## src/rtl/lagarto_mc_rst_seq.sv

```systemverilog
// ---------------------------------------------------------------------------
// lagarto_mc_rst_seq
//
// Multi-hart reset/boot sequencer for a Lagarto tile. After the global reset
// is released, every hart is held in reset for WAKE_CYCLES. The harts are then
// released one at a time, STAGGER_CYCLES apart. With STAGGER_CYCLES = 0 they
// are all released together. Once the sequencer reaches RUN, each hart can be
// put into a soft reset of SOFT_RST_CYCLES on its own. Every hart's reset is
// asserted immediately and deasserted through a SYNC_STAGES synchronizer. The
// boot address and hart ID for a hart are captured while that hart is in
// reset, and they hold their value while the hart runs.
//
// Ports:
//   clk_i            core clock
//   reset_l          global reset, asynchronous, active-low
//   boot_addr_i      base boot address (hart 0)
//   hart_id_base_i   hart ID of hart 0
//   soft_rst_req_i   per-hart soft reset request, sampled on every edge in RUN
//   spc_grst_l_o     per-hart synchronized reset, active-low
//   boot_addr_o      per-hart boot address, hart i in bits [64*i +: 64]
//   hart_id_o        per-hart hart ID, hart i in bits [64*i +: 64]
//   soft_rst_busy_o  hart i is in a soft-reset hold
//   all_up_o         every hart is out of reset and the sequencer is in RUN
//   state_o          sequencer state: 0 WAKE, 1 STAGGER, 2 RUN
// ---------------------------------------------------------------------------
module lagarto_mc_rst_seq #(
   parameter int unsigned NUM_HARTS       = 4,
   parameter int unsigned WAKE_CYCLES     = 32768,
   parameter int unsigned STAGGER_CYCLES  = 16,
   parameter int unsigned SOFT_RST_CYCLES = 8,
   parameter int unsigned SYNC_STAGES     = 2,
   parameter logic [63:0] BOOT_STRIDE     = 64'h0
) (
   input  logic                     clk_i,
   input  logic                     reset_l,
   input  logic [63:0]              boot_addr_i,
   input  logic [63:0]              hart_id_base_i,
   input  logic [NUM_HARTS-1:0]     soft_rst_req_i,
   output logic [NUM_HARTS-1:0]     spc_grst_l_o,
   output logic [64*NUM_HARTS-1:0]  boot_addr_o,
   output logic [64*NUM_HARTS-1:0]  hart_id_o,
   output logic [NUM_HARTS-1:0]     soft_rst_busy_o,
   output logic                     all_up_o,
   output logic [1:0]               state_o
);

   // Every counter is at least one bit wide, so degenerate parameter values
   // such as WAKE_CYCLES = 1 or STAGGER_CYCLES = 0 do not produce
   // zero-width vectors.
   localparam int unsigned WAKE_W = (WAKE_CYCLES > 1) ? $clog2(WAKE_CYCLES) : 1;
   localparam int unsigned STAG_W = (STAGGER_CYCLES > 1) ? $clog2(STAGGER_CYCLES) : 1;
   localparam int unsigned SR_W   = (SOFT_RST_CYCLES > 1) ? $clog2(SOFT_RST_CYCLES) : 1;
   localparam int unsigned IDX_W  = (NUM_HARTS > 1) ? $clog2(NUM_HARTS) : 1;

   localparam logic [WAKE_W-1:0] WAKE_LAST = WAKE_W'(WAKE_CYCLES - 1);
   localparam logic [STAG_W-1:0] STAG_LAST =
      STAG_W'((STAGGER_CYCLES > 0) ? STAGGER_CYCLES - 1 : 0);
   localparam logic [SR_W-1:0]   SR_LOAD   = SR_W'(SOFT_RST_CYCLES - 1);
   localparam logic [IDX_W-1:0]  IDX_LAST  = IDX_W'(NUM_HARTS - 1);

   // When there is nothing to stagger, the end of WAKE releases every hart
   // at once, and the sequencer goes straight to RUN.
   localparam bit DIRECT_RUN = (STAGGER_CYCLES == 0) || (NUM_HARTS == 1);

   typedef enum logic [1:0] {
      ST_WAKE    = 2'd0,
      ST_STAGGER = 2'd1,
      ST_RUN     = 2'd2
   } state_e;

   state_e                state_q;
   state_e                state_d;
   logic [WAKE_W-1:0]     wake_cnt_q;
   logic [STAG_W-1:0]     stag_cnt_q;
   logic [IDX_W-1:0]      idx_q;
   logic                  wake_done;
   logic                  stag_step;
   logic                  last_step;

   logic [NUM_HARTS-1:0]  raw_rst_n_q;
   logic [NUM_HARTS-1:0]  raw_rst_n_d;
   logic [NUM_HARTS-1:0]  busy_q;
   logic [NUM_HARTS-1:0]  busy_d;
   logic [SR_W-1:0]       sr_cnt_q [NUM_HARTS];
   logic [SR_W-1:0]       sr_cnt_d [NUM_HARTS];
   logic [63:0]           boot_q   [NUM_HARTS];
   logic [63:0]           hid_q    [NUM_HARTS];

   // Sequencer state register. A low reset_l returns the sequencer to WAKE
   // from any state. Releasing reset_l therefore always replays the full
   // wake-up and stagger sequence.
   always_ff @(posedge clk_i or negedge reset_l) begin
      if (!reset_l) begin
         state_q <= ST_WAKE;
      end else begin
         state_q <= state_d;
      end
   end

   // Next-state logic. wake_done marks the edge that releases hart 0.
   // stag_step marks each later release, and last_step marks the release of
   // the final hart, which ends the stagger phase.
   always_comb begin
      state_d   = state_q;
      wake_done = 1'b0;
      stag_step = 1'b0;
      last_step = 1'b0;
      case (state_q)
         ST_WAKE: begin
            wake_done = (wake_cnt_q == WAKE_LAST);
            if (wake_done) begin
               state_d = DIRECT_RUN ? ST_RUN : ST_STAGGER;
            end
         end
         ST_STAGGER: begin
            stag_step = (stag_cnt_q == STAG_LAST);
            last_step = stag_step && (idx_q == IDX_LAST);
            if (last_step) begin
               state_d = ST_RUN;
            end
         end
         ST_RUN: begin
            state_d = ST_RUN;
         end
         default: begin
            state_d = ST_WAKE;
         end
      endcase
   end

   // Wake and stagger counters, plus the index of the next hart to release.
   // After the wake interval, hart 0 is already out of reset, so the index
   // restarts at 1. The stagger counter restarts after every release.
   always_ff @(posedge clk_i or negedge reset_l) begin
      if (!reset_l) begin
         wake_cnt_q <= '0;
         stag_cnt_q <= '0;
         idx_q      <= '0;
      end else begin
         if (state_q == ST_WAKE) begin
            wake_cnt_q <= wake_cnt_q + WAKE_W'(1);
         end
         if (wake_done) begin
            idx_q      <= IDX_W'(1);
            stag_cnt_q <= '0;
         end else if (state_q == ST_STAGGER) begin
            if (stag_step) begin
               stag_cnt_q <= '0;
               idx_q      <= idx_q + IDX_W'(1);
            end else begin
               stag_cnt_q <= stag_cnt_q + STAG_W'(1);
            end
         end
      end
   end

   // Per-hart raw reset and soft-reset hold. A hart leaves its boot reset
   // either at the end of WAKE or at its stagger slot. Soft-reset requests
   // take effect only in RUN. A new request while a hold is running reloads
   // the counter, which extends the hold. The raw reset is released on the
   // edge where the counter reads zero.
   always_comb begin
      raw_rst_n_d = raw_rst_n_q;
      busy_d      = busy_q;
      sr_cnt_d    = sr_cnt_q;
      for (int i = 0; i < NUM_HARTS; i++) begin
         if (wake_done && ((i == 0) || (STAGGER_CYCLES == 0))) begin
            raw_rst_n_d[i] = 1'b1;
         end
         if (stag_step && (idx_q == IDX_W'(i))) begin
            raw_rst_n_d[i] = 1'b1;
         end
         if (state_q == ST_RUN) begin
            if (soft_rst_req_i[i]) begin
               raw_rst_n_d[i] = 1'b0;
               busy_d[i]      = 1'b1;
               sr_cnt_d[i]    = SR_LOAD;
            end else if (busy_q[i]) begin
               if (sr_cnt_q[i] == '0) begin
                  raw_rst_n_d[i] = 1'b1;
                  busy_d[i]      = 1'b0;
               end else begin
                  sr_cnt_d[i] = sr_cnt_q[i] - SR_W'(1);
               end
            end
         end
      end
   end

   // Per-hart registers. The boot address and hart ID reload on every edge
   // while the hart's raw reset is held. A hart therefore starts with the
   // values that were present just before its release. Those values then
   // stay frozen until the hart is reset again.
   always_ff @(posedge clk_i or negedge reset_l) begin
      if (!reset_l) begin
         raw_rst_n_q <= '0;
         busy_q      <= '0;
         for (int i = 0; i < NUM_HARTS; i++) begin
            sr_cnt_q[i] <= '0;
            boot_q[i]   <= '0;
            hid_q[i]    <= '0;
         end
      end else begin
         raw_rst_n_q <= raw_rst_n_d;
         busy_q      <= busy_d;
         for (int i = 0; i < NUM_HARTS; i++) begin
            sr_cnt_q[i] <= sr_cnt_d[i];
            if (!raw_rst_n_q[i]) begin
               boot_q[i] <= boot_addr_i + (BOOT_STRIDE * 64'(i));
               hid_q[i]  <= hart_id_base_i + 64'(i);
            end
         end
      end
   end

   // Reset synchronizer for each hart. raw_rst_n is driven by a flop, so the
   // combined clear is glitch-free, and reset assertion reaches the hart
   // immediately. Deassertion ripples through SYNC_STAGES flops before the
   // hart sees it.
   for (genvar g = 0; g < NUM_HARTS; g++) begin : g_hart
      logic                   hart_rst_n;
      logic [SYNC_STAGES-1:0] sync_q;

      assign hart_rst_n = reset_l & raw_rst_n_q[g];

      always_ff @(posedge clk_i or negedge hart_rst_n) begin
         if (!hart_rst_n) begin
            sync_q <= '0;
         end else begin
            sync_q <= {sync_q[SYNC_STAGES-2:0], 1'b1};
         end
      end

      assign spc_grst_l_o[g]           = sync_q[SYNC_STAGES-1];
      assign boot_addr_o[g*64 +: 64]   = boot_q[g];
      assign hart_id_o[g*64 +: 64]     = hid_q[g];
   end

   assign soft_rst_busy_o = busy_q;
   assign state_o         = state_q;
   assign all_up_o        = (state_q == ST_RUN) && (&spc_grst_l_o);

endmodule

```

## config.mk

```make
export PLATFORM = sky130hd
export DESIGN_NAME = lagarto_mc_rst_seq
export DESIGN_NICKNAME = d
export VERILOG_FILES = /design/src/rtl/lagarto_mc_rst_seq.sv
export SDC_FILE = /design/constraint.sdc
export NUM_CORES = 1
export LEC_CHECK = 0
export CAP_MARGIN = 20
export CELL_PAD_IN_SITES_DETAIL_PLACEMENT = 2
export CELL_PAD_IN_SITES_GLOBAL_PLACEMENT = 2
export CORE_ASPECT_RATIO = 1.4
export CORE_MARGIN = 5
export CORE_UTILIZATION = 34
export DETAILED_ROUTE_END_ITERATION = 8
export GPL_TIMING_DRIVEN = 0
export MAX_ROUTING_LAYER = met4
export PLACE_DENSITY = 0.95
export RECOVER_POWER = 50
export SLEW_MARGIN = 25
export SYNTH_ARGS = -nofsm -noshare
export SYNTH_HDL_FRONTEND = slang
export SYNTH_SLANG_ARGS = --single-unit
```

## constraint.sdc

```tcl
create_clock -name clk_i -period 4.7 [get_ports clk_i]
set_clock_uncertainty 0.15 [all_clocks]
set_input_delay 0.94 -clock clk_i [delete_from_list [all_inputs] [get_ports clk_i]]
set_output_delay 0.94 -clock clk_i [all_outputs]
set_load 0.03 [all_outputs]
```

==> results of run 1 <==
==> routing by layer <==
layer | wire length [um] | up-vias | global-route usage | share of wire
met3 | 9620 | 458 | 0.0769 | 0.070
met4 | 11200 | 0 | 0.212 | 0.082
met5 | 0 | - | - | 0
li1 | - | 9177 | - | -
met1 | 46100 | 11600 | 0.345 | 0.34
met2 | 70200 | 1149 | 0.593 | 0.51
==> sequential cells by signal, summed over array words and instances, names as in the netlist <==
name / cells
boot_addr_o: 256
g_hart.sync_q: 8
hart_id_o: 256
idx_q: 2
raw_rst_n_q: 4
soft_rst_busy_o: 4
sr_cnt_q: 12
stag_cnt_q: 4
state_o: 2
wake_cnt_q: 15
==> power by group through the flow <==
stage	combinational [mW]	clock (mW)	sequential, mW
final	1.36	4.87	5.11
after CTS	1.37	4.93	5.11
after global routing	1.42	5.12	5.12
after global placement	1.27	0	5.17
after detailed placement	1.35	0	5.18
after floorplan	0.303	0	5.45
==> stage by stage <==
| step | hold slack (ns) | total power [mW] | util | TNS, ns | setup slack (ns) |
|---|---|---|---|---|---|
| final | 0.202 | 11.3 | 0.472 | -0.0992 | -0.0992 |
| after detailed placement | 0.186 | 6.53 | 0.446 | -4.18 | -0.478 |
| after global routing | 0.216 | 11.7 | 0.472 | 0 | 0.0573 |
| after floorplan | 0.181 | 5.75 | - | 0 | 1.58 |
| after CTS | 0.0691 | 11.4 | 0.472 | 0 | 0.198 |
| after global placement | 0.187 | 6.45 | 0.442 | - | -21.83 |
==> area by class of cell <==
cell class                      count  area, um^2
Inverter                           22        82.6
Buffer                            162         718
Tap cell                          960        1200
Sequential cell                   563       14100
Clock buffer                       79        1610
Fill cell                        7300       39100
Antenna cell                        6        15.0
Timing Repair Buffer              626        6350
Multi-Input combinational cell   1468       10600
Clock inverter                     26         307
==> how the worst max path moves through the flow <==
stage	endpoint	slack [ns]	cells past startpoint
floorplan	hart_id_o[252]	1.58	8
global placement	boot_addr_o[98]	-21.83	1
detailed placement	hart_id_o[255]	-0.48	10
CTS	hart_id_o[255]	0.20	10
global route	boot_addr_o[32]	0.06	4
finish	hart_id_o[255]	-0.1	10
==> kinds of logic (layout without fill, tap and decap cells) <==
| family | after synthesis | in the layout | synth area share |
|---|---|---|---|
| simple gates | 711 | 711 | 0.149 |
| flops | 563 | 563 | 0.554 |
| mux | 330 | 330 | 0.146 |
| compound gates | 258 | 258 | 0.0594 |
| buf+inv | 184 | 915 | 0.0314 |
| xor+xnor | 144 | 144 | 0.0496 |
| fa+ha+maj | 21 | 21 | 0.0103 |
| other cells | 1 | 10 | 0.000148 |
==> cell usage in the layout (no fill, tap or decap), types with 7 or more instances in the layout <==
master,synthesis,routed
o31ai_1,9,9
buf_2,36,38
nand2_1,255,255
clkdlybuf4s50_1,0,546
clkbuf_16,0,57
and4_1,13,13
ha_1,21,21
nor4_4,5,8
or4_1,32,32
a22oi_1,14,14
or3_1,24,24
and2_1,13,7
mux2_1,0,22
nor3_1,29,26
o21ai_1,18,18
nand4_2,7,7
nand4_1,56,56
and3_1,21,21
clkbuf_8,0,10
xnor2_1,70,70
nor4_2,8,7
a21oi_1,9,8
mux2_2,321,299
nor2b_1,23,23
inv_1,20,20
clkbuf_1,93,110
clkinv_2,0,10
nor2_1,82,82
a221o_1,7,7
nor4_1,37,35
buf_4,16,17
nand3_1,78,78
o21ai_0,143,143
o211ai_1,8,8
buf_1,16,11
xor2_1,74,74
dlygate4sd3_1,0,68
a31oi_1,31,31
dfrtp_1,563,563
mux2i_1,9,9
==> worst max-delay path, stage by stage <==
cell and delay [ns]:
clkdlybuf4s50_1 0.45, clkbuf_1 0.41, inv_1 0.41, ha_1 0.23, a21oi_2 0.10, buf_6 0.20
nor4_4 0.92, nand3_1 0.63, or4_1 0.67, a31oi_1 0.22
==> run_results.csv, run 1 <==
group,metric,value,unit
timing,worst_slack,-0.0992,ns
floorplanning,die_h,333,um
power_and_ir_drop,pwr-share-clk,0.429,
power_and_ir_drop,p_leak,14.1,nW
floorplanning,fp-row-count,118,
final_layout,design_area,0.0350,mm^2
worst_setup_path,cp_max_fo,10,
floorplanning,core,0.0741,mm^2
worst_hold_path,holdCritPathClass,"reg2reg",
worst_setup_path,r2r-end,"hart_id_o[171]",
global_routing,grt_pass1_vias,26000,
place,gp_congestion,0.953,
clock_tree,cts_root_buf,"clkbuf_16",
timing,rsz0062_at_grt,"false",
timing,hold_viol_final,0,
synthesis,yosysWarnings,0,
drt,totalWireLength,137000,um
clock_tree,clockBufferDepth,3,
clock_tree,h-tree-depth,2,
synthesis,yosysSeqAreaShare,0.554,
worst_setup_path,reg2reg_depth,6,
clock_tree,cts.clk_slew.worst_paths,0.07,ns
clock_tree,cts_tree,"done",
drt,via_per_inst,5.73,
power_and_ir_drop,intPower,8.17,mW
power_and_ir_drop,p_comb_frac,0.120,
synthesis,synthTopCellsByCount,"563 x dfrtp_1, 321 x mux2_2, 255 x nand2_1",
synthesis,netlist_instances,2212,
place,numPortBuffers,615,
timing,finalCritPeriodShare,1.02,
worst_setup_path,crit_start,"hart_id_base_i[1]",
synthesis,ys_seq_elements,563,
worst_setup_path,crit_path_start_kind,"primary input",
timing,min_period,4.80,ns
drt,routedWlPerCell,35.1,um
worst_hold_path,hold_path_depth,0,
clock_tree,insertion_delay,0.65,ns
clock_tree,cts.sinks,563,
clock_tree,cts.repair.resized,0,
final_layout,drive_gt1_frac,0.168,
place,hpwlAfterDp,101000,um
drt,remaining_drc_errors,0,
timing,fmaxAchievable,0.208,GHz
final_layout,nets,3055,
worst_setup_path,r2r_slack,0.45,ns
synthesis,synth_flop_cell,"dfrtp_1",
timing,setup_violations,1,
worst_setup_path,cp.required,5.09,ns
floorplanning,fp.dieArea,0.0804,mm^2
status,violations,"capacitance limit, slew limit, setup timing",
flow_run,drv_cap,1,
timing,slew_headroom,-1.30,
global_routing,track_usage,0.341,
status,status,"complete, but fails checks",
worst_setup_path,cp-end-kind,"register",
synthesis,syn_area,0.0254,mm^2
synthesis,ys_types,57,
power_and_ir_drop,swShare,0.279,
power_and_ir_drop,vdd_drop_max,0.341,mV
global_routing,grt_pass1_wl,195000,um
power_and_ir_drop,pwr-share-seq,0.451,
clock_tree,postCtsHoldBufs,0,
worst_setup_path,critical_path_class,"in2reg",
place,post-place-cells,3801,
power_and_ir_drop,p_sw,3.17,mW
clock_tree,cts_setup_buffers,0,
worst_setup_path,arrival,5.19,ns
drt,firstDrtPassIters,5,
worst_setup_path,r2r_start,"raw_rst_n_q[2]",
clock_tree,numCtsBuffers,57,
worst_hold_path,min_from,"g_hart[2].sync_q[0]",
synthesis,synth_top_area_share,0.554,
drt,first_iter_violations,1466,
synthesis,syn_avg_cell_area,11.5,um^2
timing,tightest_slew,3.45,ns
floorplanning,die_w,241,um
synthesis,synth-async-reset-ratio,1.00,
final_layout,area_growth,37.6,%
global_routing,antenna_found_initial,7,
synthesis,synthTopCellsByArea,"dfrtp_1 55%, mux2_2 14%, nand2_1 3.8%",
floorplanning,start_util,0.343,
global_routing,grt_remaining_overflow,0,
floorplanning,ios,657,
drt,vias,22400,
place,postPlaceCellArea,0.0331,mm^2
synthesis,synth_edf_count,0,
final_layout,final_cells,3912,
synthesis,yosysTopAreaCell,"dfrtp_1",
worst_hold_path,min_to,"g_hart[2].sync_q[1]",
timing,report.final.slew_viol_count,49,
synthesis,yosys.cell_count.top_type,"dfrtp_1",
power_and_ir_drop,power_density,324,mW/mm^2
drt,drtAntennaViolNets,0,
global_routing,grt_max_degree,95,
No activity file was read; power rests on OpenSTA's default activity.
==> run 2: changes to the inputs <==
--- a/config.mk
+++ b/config.mk
@@ -11,8 +11,11 @@
 export CORE_ASPECT_RATIO = 1.4
 export CORE_MARGIN = 5
 export CORE_UTILIZATION = 34
+export CTS_BUF_LIST = sky130_fd_sc_hd__clkbuf_4 sky130_fd_sc_hd__clkbuf_8 sky130_fd_sc_hd__clkbuf_16
+export CTS_CLUSTER_DIAMETER = 60
 export DETAILED_ROUTE_END_ITERATION = 8
 export GPL_TIMING_DRIVEN = 0
+export HOLD_SLACK_MARGIN = 0.06
 export MAX_ROUTING_LAYER = met4
 export PLACE_DENSITY = 0.95
 export RECOVER_POWER = 50
==> run_results.csv, run 2 (same netlist as run 1, synthesis figures left out) <==
group,metric,value,unit
worst_hold_path,hold_path_depth,0,
drt,routedWlPerCell,34.5,um
clock_tree,insertion_delay,0.64,ns
worst_hold_path,holdCritPathClass,"reg2reg",
timing,rsz0062_at_grt,"false",
status,violations,"capacitance limit, slew limit, setup timing",
power_and_ir_drop,vdd_drop_max,0.303,mV
final_layout,drive_gt1_frac,0.174,
power_and_ir_drop,pwr-share-seq,0.439,
floorplanning,ios,657,
clock_tree,cts.clk_slew.worst_paths,0.07,ns
global_routing,met3_usage,0.0798,
drt,firstDrtPassIters,5,
clock_tree,cts_setup_buffers,0,
timing,report.final.slew_viol_count,49,
clock_tree,numCtsBuffers,58,
status,status,"complete, but fails checks",
clock_tree,cts_tree,"done",
floorplanning,core,0.0741,mm^2
worst_hold_path,min_to,"g_hart[0].sync_q[1]",
power_and_ir_drop,power_density,331,mW/mm^2
global_routing,grt_pass1_wl,193000,um
final_layout,area_growth,38.4,%
drt,drtAntennaViolNets,0,
timing,finalCritPeriodShare,1.02,
clock_tree,cts.repair.resized,0,
worst_hold_path,min_from,"g_hart[0].sync_q[0]",
floorplanning,fp-row-count,118,
final_layout,multi_input_area,0.0106,mm^2
global_routing,grt_use_met2,0.581,
timing,fmaxAchievable,0.208,GHz
drt,totalWireLength,135000,um
worst_setup_path,r2r_slack,0.54,ns
timing,min_period,4.81,ns
power_and_ir_drop,p_sw,3.15,mW
floorplanning,die_h,333,um
global_routing,grt_pass1_vias,25800,
global_routing,track_usage,0.336,
power_and_ir_drop,p_comb_frac,0.117,
global_routing,top_usage_layer,"met2",
place,hpwlAfterDp,101000,um
global_routing,grt_remaining_overflow,0,
global_routing,met1_usage,0.341,
final_layout,n_fill_cell,7292,
power_and_ir_drop,intPower,8.48,mW
timing,hold_viol_final,0,
worst_setup_path,r2r_start,"raw_rst_n_q[2]",
place,post-place-cells,3801,
clock_tree,h-tree-depth,2,
global_routing,antenna_found_initial,9,
clock_tree,postCtsHoldBufs,0,
drt,via_per_inst,5.70,
clock_tree,cts_root_buf,"clkbuf_16",
drt,remaining_drc_errors,0,
timing,worst_slack,-0.115,ns
place,dp_slack,-0.478,ns
power_and_ir_drop,total_power,11.6,mW
timing,setup_violations,2,
worst_setup_path,cp-end-kind,"register",
global_routing,grt_max_degree,95,
worst_setup_path,r2r-end,"hart_id_o[173]",
place,gp_congestion,0.953,
final_layout,nets,3056,
power_and_ir_drop,p_leak,14.3,nW
floorplanning,die_w,241,um
clock_tree,cts.sinks,563,
place,numPortBuffers,615,
worst_setup_path,arrival,5.22,ns
power_and_ir_drop,pwr-share-clk,0.444,
worst_setup_path,reg2reg_depth,6,
worst_setup_path,critical_path_class,"in2reg",
flow_run,drv_cap,1,
worst_setup_path,cp.required,5.11,ns
timing,slew_headroom,-1.32,
final_layout,regArea,0.0141,mm^2
final_layout,mostFrequentLayoutCells,"563 x dfrtp_1, 551 x clkdlybuf4s50_1, 299 x mux2_2",
timing,tightest_slew,3.48,ns
floorplanning,fp.dieArea,0.0804,mm^2
drt,vias,22300,
drt,first_iter_violations,1382,
worst_setup_path,cp_max_fo,10,
clock_tree,clockBufferDepth,3,
final_layout,layout_commonest_cell,"dfrtp_1",
floorplanning,start_util,0.343,
power_and_ir_drop,swShare,0.271,
final_layout,final_cells,3917,
worst_setup_path,crit_path_start_kind,"primary input",
==> run 2: cell count changes in the layout (fill, tap and decap cells not counted), moves of 2 or more <==
cell             previous run  this run
clkinv_4                    3         1
clkbuf_1                  110        97
clkbuf_4                    0        12
clkdlybuf4s50_1           546       551
dlygate4sd3_1              68        63
clkinvlp_4                  4         2
bufinv_16                   5         8
clkbuf_16                  57        59
diode_2                     6         8
==> run 2: area by class of cell <==
cell class / count / area share
plain buffers: 162 / 0.0205
repair buffers: 626 / 0.180
multi-input cells: 1468 / 0.302
flip-flops and latches: 563 / 0.401
diodes: 8 / 0.000569
inverters: 22 / 0.00235
clock inverters: 27 / 0.0110
clock buffers: 81 / 0.0485
well taps: 960 / 0.0342
==> run 2: layer usage <==
layer | vias to the layer above | wire length [um]
met5 | - | 0
met4 | 0 | 11000
met3 | 433 | 9660
met2 | 1182 | 68800
met1 | 11500 | 45900
li1 | 9188 | -
==> run 2: through the flow <==
| stage | hold slack, ns | setup TNS (ns) | cell area, um^2 | utilization |
|---|---|---|---|---|
| final | 0.206 | -0.137 | 35200 | 0.474 |
| after global routing | 0.212 | 0 | 35200 | 0.474 |
| after CTS | 0.0680 | 0 | 35200 | 0.475 |
| after detailed placement | 0.186 | -4.18 | 33100 | 0.446 |
| after global placement | 0.187 | - | 32800 | 0.442 |
| after floorplan | 0.181 | 0 | 25400 | - |
==> run 2: worst max path at each step <==
stage,from,endpoint,slack (ns),depth (start not counted)
6_report,hart_id_base_i[1],hart_id_o[255],-0.11,10
5_1_grt,reset_l,boot_addr_o[7],0.06,4
4_1_cts,hart_id_base_i[1],hart_id_o[252],0.19,9
3_5_place_dp,hart_id_base_i[1],hart_id_o[255],-0.48,10
3_3_place_gp,reset_l,boot_addr_o[98],-21.83,1
2_1_floorplan,hart_id_base_i[1],hart_id_o[252],1.58,8
==> run 2: power by group through the flow <==
stage | Combinational [mW] | Sequential, mW | Clock (mW)
final | 1.36 | 5.11 | 5.16
after global routing | 1.42 | 5.12 | 5.44
after CTS | 1.37 | 5.11 | 5.23
after detailed placement | 1.35 | 5.18 | 0
after global placement | 1.27 | 5.17 | 0
after floorplan | 0.303 | 5.45 | 0
==> run 2: worst max-delay path, stage by stage <==
cell and delay (ns):
clkdlybuf4s50_1 0.45, clkbuf_1 0.42, inv_1 0.42, ha_1 0.23, a21oi_2 0.09, buf_6 0.20, nor4_4 0.92, nand3_1 0.66
or4_1 0.66, a31oi_1 0.21
==> run 3: changes to the inputs <==
--- a/config.mk
+++ b/config.mk
@@ -17,8 +17,7 @@
 export GPL_TIMING_DRIVEN = 0
 export HOLD_SLACK_MARGIN = 0.06
 export MAX_ROUTING_LAYER = met4
-export PLACE_DENSITY = 0.95
-export RECOVER_POWER = 50
+export PLACE_DENSITY_LB_ADDON = 0.1
 export SLEW_MARGIN = 25
 export SYNTH_ARGS = -nofsm -noshare
 export SYNTH_HDL_FRONTEND = slang
==> run_results.csv, run 3 (same netlist as run 1, synthesis figures left out) <==
group,metric,value,unit
status,status,"finished clean",
floorplanning,fp-row-count,118,
power_and_ir_drop,total_power,11.3,mW
power_and_ir_drop,power_density,323,mW/mm^2
place,postPlaceCellArea,0.0331,mm^2
floorplanning,die_h,333,um
timing,rsz0062_at_grt,"false",
power_and_ir_drop,p_leak,14.3,nW
drt,remaining_drc_errors,0,
clock_tree,h-tree-depth,2,
drt,vias,21500,
worst_setup_path,arrival,4.99,ns
clock_tree,cts.clk_slew.worst_paths,0.07,ns
timing,tightest_slew,1.11,ns
clock_tree,cts_root_buf,"clkbuf_16",
global_routing,grt_pass1_wl,180000,um
clock_tree,numCtsBuffers,58,
global_routing,grt_remaining_overflow,0,
worst_setup_path,cp-end-kind,"register",
timing,setup_violations,0,
final_layout,layout_commonest_cell,"clkdlybuf4s50_1",
floorplanning,fp.dieArea,0.0804,mm^2
global_routing,antenna_found_initial,6,
flow_run,drv_cap,0,
place,hpwlAfterDp,97000,um
worst_setup_path,cp_max_fo,10,
global_routing,grt_pass1_vias,24500,
clock_tree,insertion_delay,0.65,ns
worst_setup_path,crit_path_start_kind,"primary input",
global_routing,track_usage,0.312,
final_layout,n_fill_cell,7465,
worst_setup_path,critical_path_class,"in2reg",
final_layout,mostFrequentLayoutCells,"614 x clkdlybuf4s50_1, 563 x dfrtp_1, 321 x mux2_2",
floorplanning,start_util,0.343,
timing,slew_headroom,0.258,
place,numPortBuffers,615,
floorplanning,ios,657,
floorplanning,die_w,241,um
place,gp_congestion,0.944,
drt,firstDrtPassIters,5,
drt,totalWireLength,125000,um
final_layout,nets,3055,
timing,report.final.slew_viol_count,0,
clock_tree,clockBufferDepth,3,
place,post-place-cells,3799,
final_layout,fin_util,0.473,
timing,min_period,4.56,ns
drt,routedWlPerCell,31.9,um
drt,drtAntennaViolNets,0,
worst_hold_path,holdCritPathClass,"in2async",
final_layout,drive_gt1_frac,0.182,
clock_tree,cts.sinks,563,
timing,fmaxAchievable,0.219,GHz
final_layout,final_cells,3913,
clock_tree,cts.repair.resized,0,
clock_tree,cts_setup_buffers,0,
power_and_ir_drop,vdd_drop_max,0.310,mV
clock_tree,postCtsHoldBufs,0,
worst_setup_path,cp.required,5.12,ns
drt,via_per_inst,5.51,
timing,hold_viol_final,0,
final_layout,design_area,0.0351,mm^2
timing,finalCritPeriodShare,0.971,
global_routing,grt_max_degree,90,
floorplanning,core,0.0741,mm^2
timing,holdWs,0.151,ns
drt,first_iter_violations,1046,
final_layout,area_growth,38.0,%
clock_tree,cts_tree,"done",
run 3: cell count changes in the layout (fill, tap and decap cells not counted), sizes merged:
cell / before / now
buf: 73 / 79
diode: 8 / 6
clkinv: 17 / 12
bufinv: 8 / 3
clkdlybuf4s50: 551 / 614
clkbuf: 182 / 184
dlygate4sd3: 63 / 0
run 3: final timing paths:
path                                       end  slack (ns)  depth (start not counted)                start
setup / recovery                hart_id_o[238]        0.14                          9    hart_id_base_i[1]
hold / removal                  hart_id_o[137]        0.15                          2              reset_l
setup reg to reg                hart_id_o[241]        1.14                          6       raw_rst_n_q[3]
hold reg to reg            g_hart[0].sync_q[1]        0.20                          0  g_hart[0].sync_q[0]
max in group asynchronous  g_hart[2].sync_q[0]        1.97                          4       raw_rst_n_q[2]
min in group clk_i         g_hart[0].sync_q[1]        0.20                          0  g_hart[0].sync_q[0]
run 3: layout make-up:
| cell class | count | area (um^2) | share of cell area |
|---|---|---|---|
| diodes | 6 | 15.0 | 0.000428 |
| plain buffers | 162 | 722 | 0.0206 |
| clock buffers | 90 | 1790 | 0.0509 |
| clock inverters | 17 | 195 | 0.00557 |
| inverters | 22 | 82.6 | 0.00235 |
| multi-input cells | 1468 | 10600 | 0.302 |
| flip-flops and latches | 563 | 14100 | 0.402 |
| well taps | 960 | 1200 | 0.0342 |
| repair buffers | 625 | 6380 | 0.182 |
run 3: per-layer routing:
| metal | global-route usage | wire [um] | up-vias |
|---|---|---|---|
| li1 | - | - | 9186 |
| met1 | 0.326 | 44400 | 11300 |
| met2 | 0.543 | 64200 | 793 |
| met3 | 0.0922 | 9590 | 258 |
| met4 | 0.136 | 6750 | 0 |
| met5 | - | 0 | - |
run 3: report_power, final:
group | switching [mW] | internal (mW) | total, mW
logic | 0.849 | 0.508 | 1.36
registers | 0.0895 | 5.00 | 5.09
clock network | 2.09 | 2.78 | 4.87
total | 3.03 | 8.28 | 11.3
run 3: critical path: stages:
cell and delay [ns]:
clkdlybuf4s50_1 0.54, clkbuf_1 0.61, inv_1 0.31, ha_1 0.28, clkbuf_1 0.36, nor2_1 0.91
nand2_1 0.42, or3_1 0.43, a31oi_1 0.17
run 3: stage by stage:
step | TNS, ns | worst slack (ns)
3_5_place_dp | -1.99 | -0.395
6_report | 0 | 0.138
4_1_cts | 0 | 0.276
3_3_place_gp | - | -23.06
2_1_floorplan | 0 | 1.58
5_1_grt | 0 | 0.171
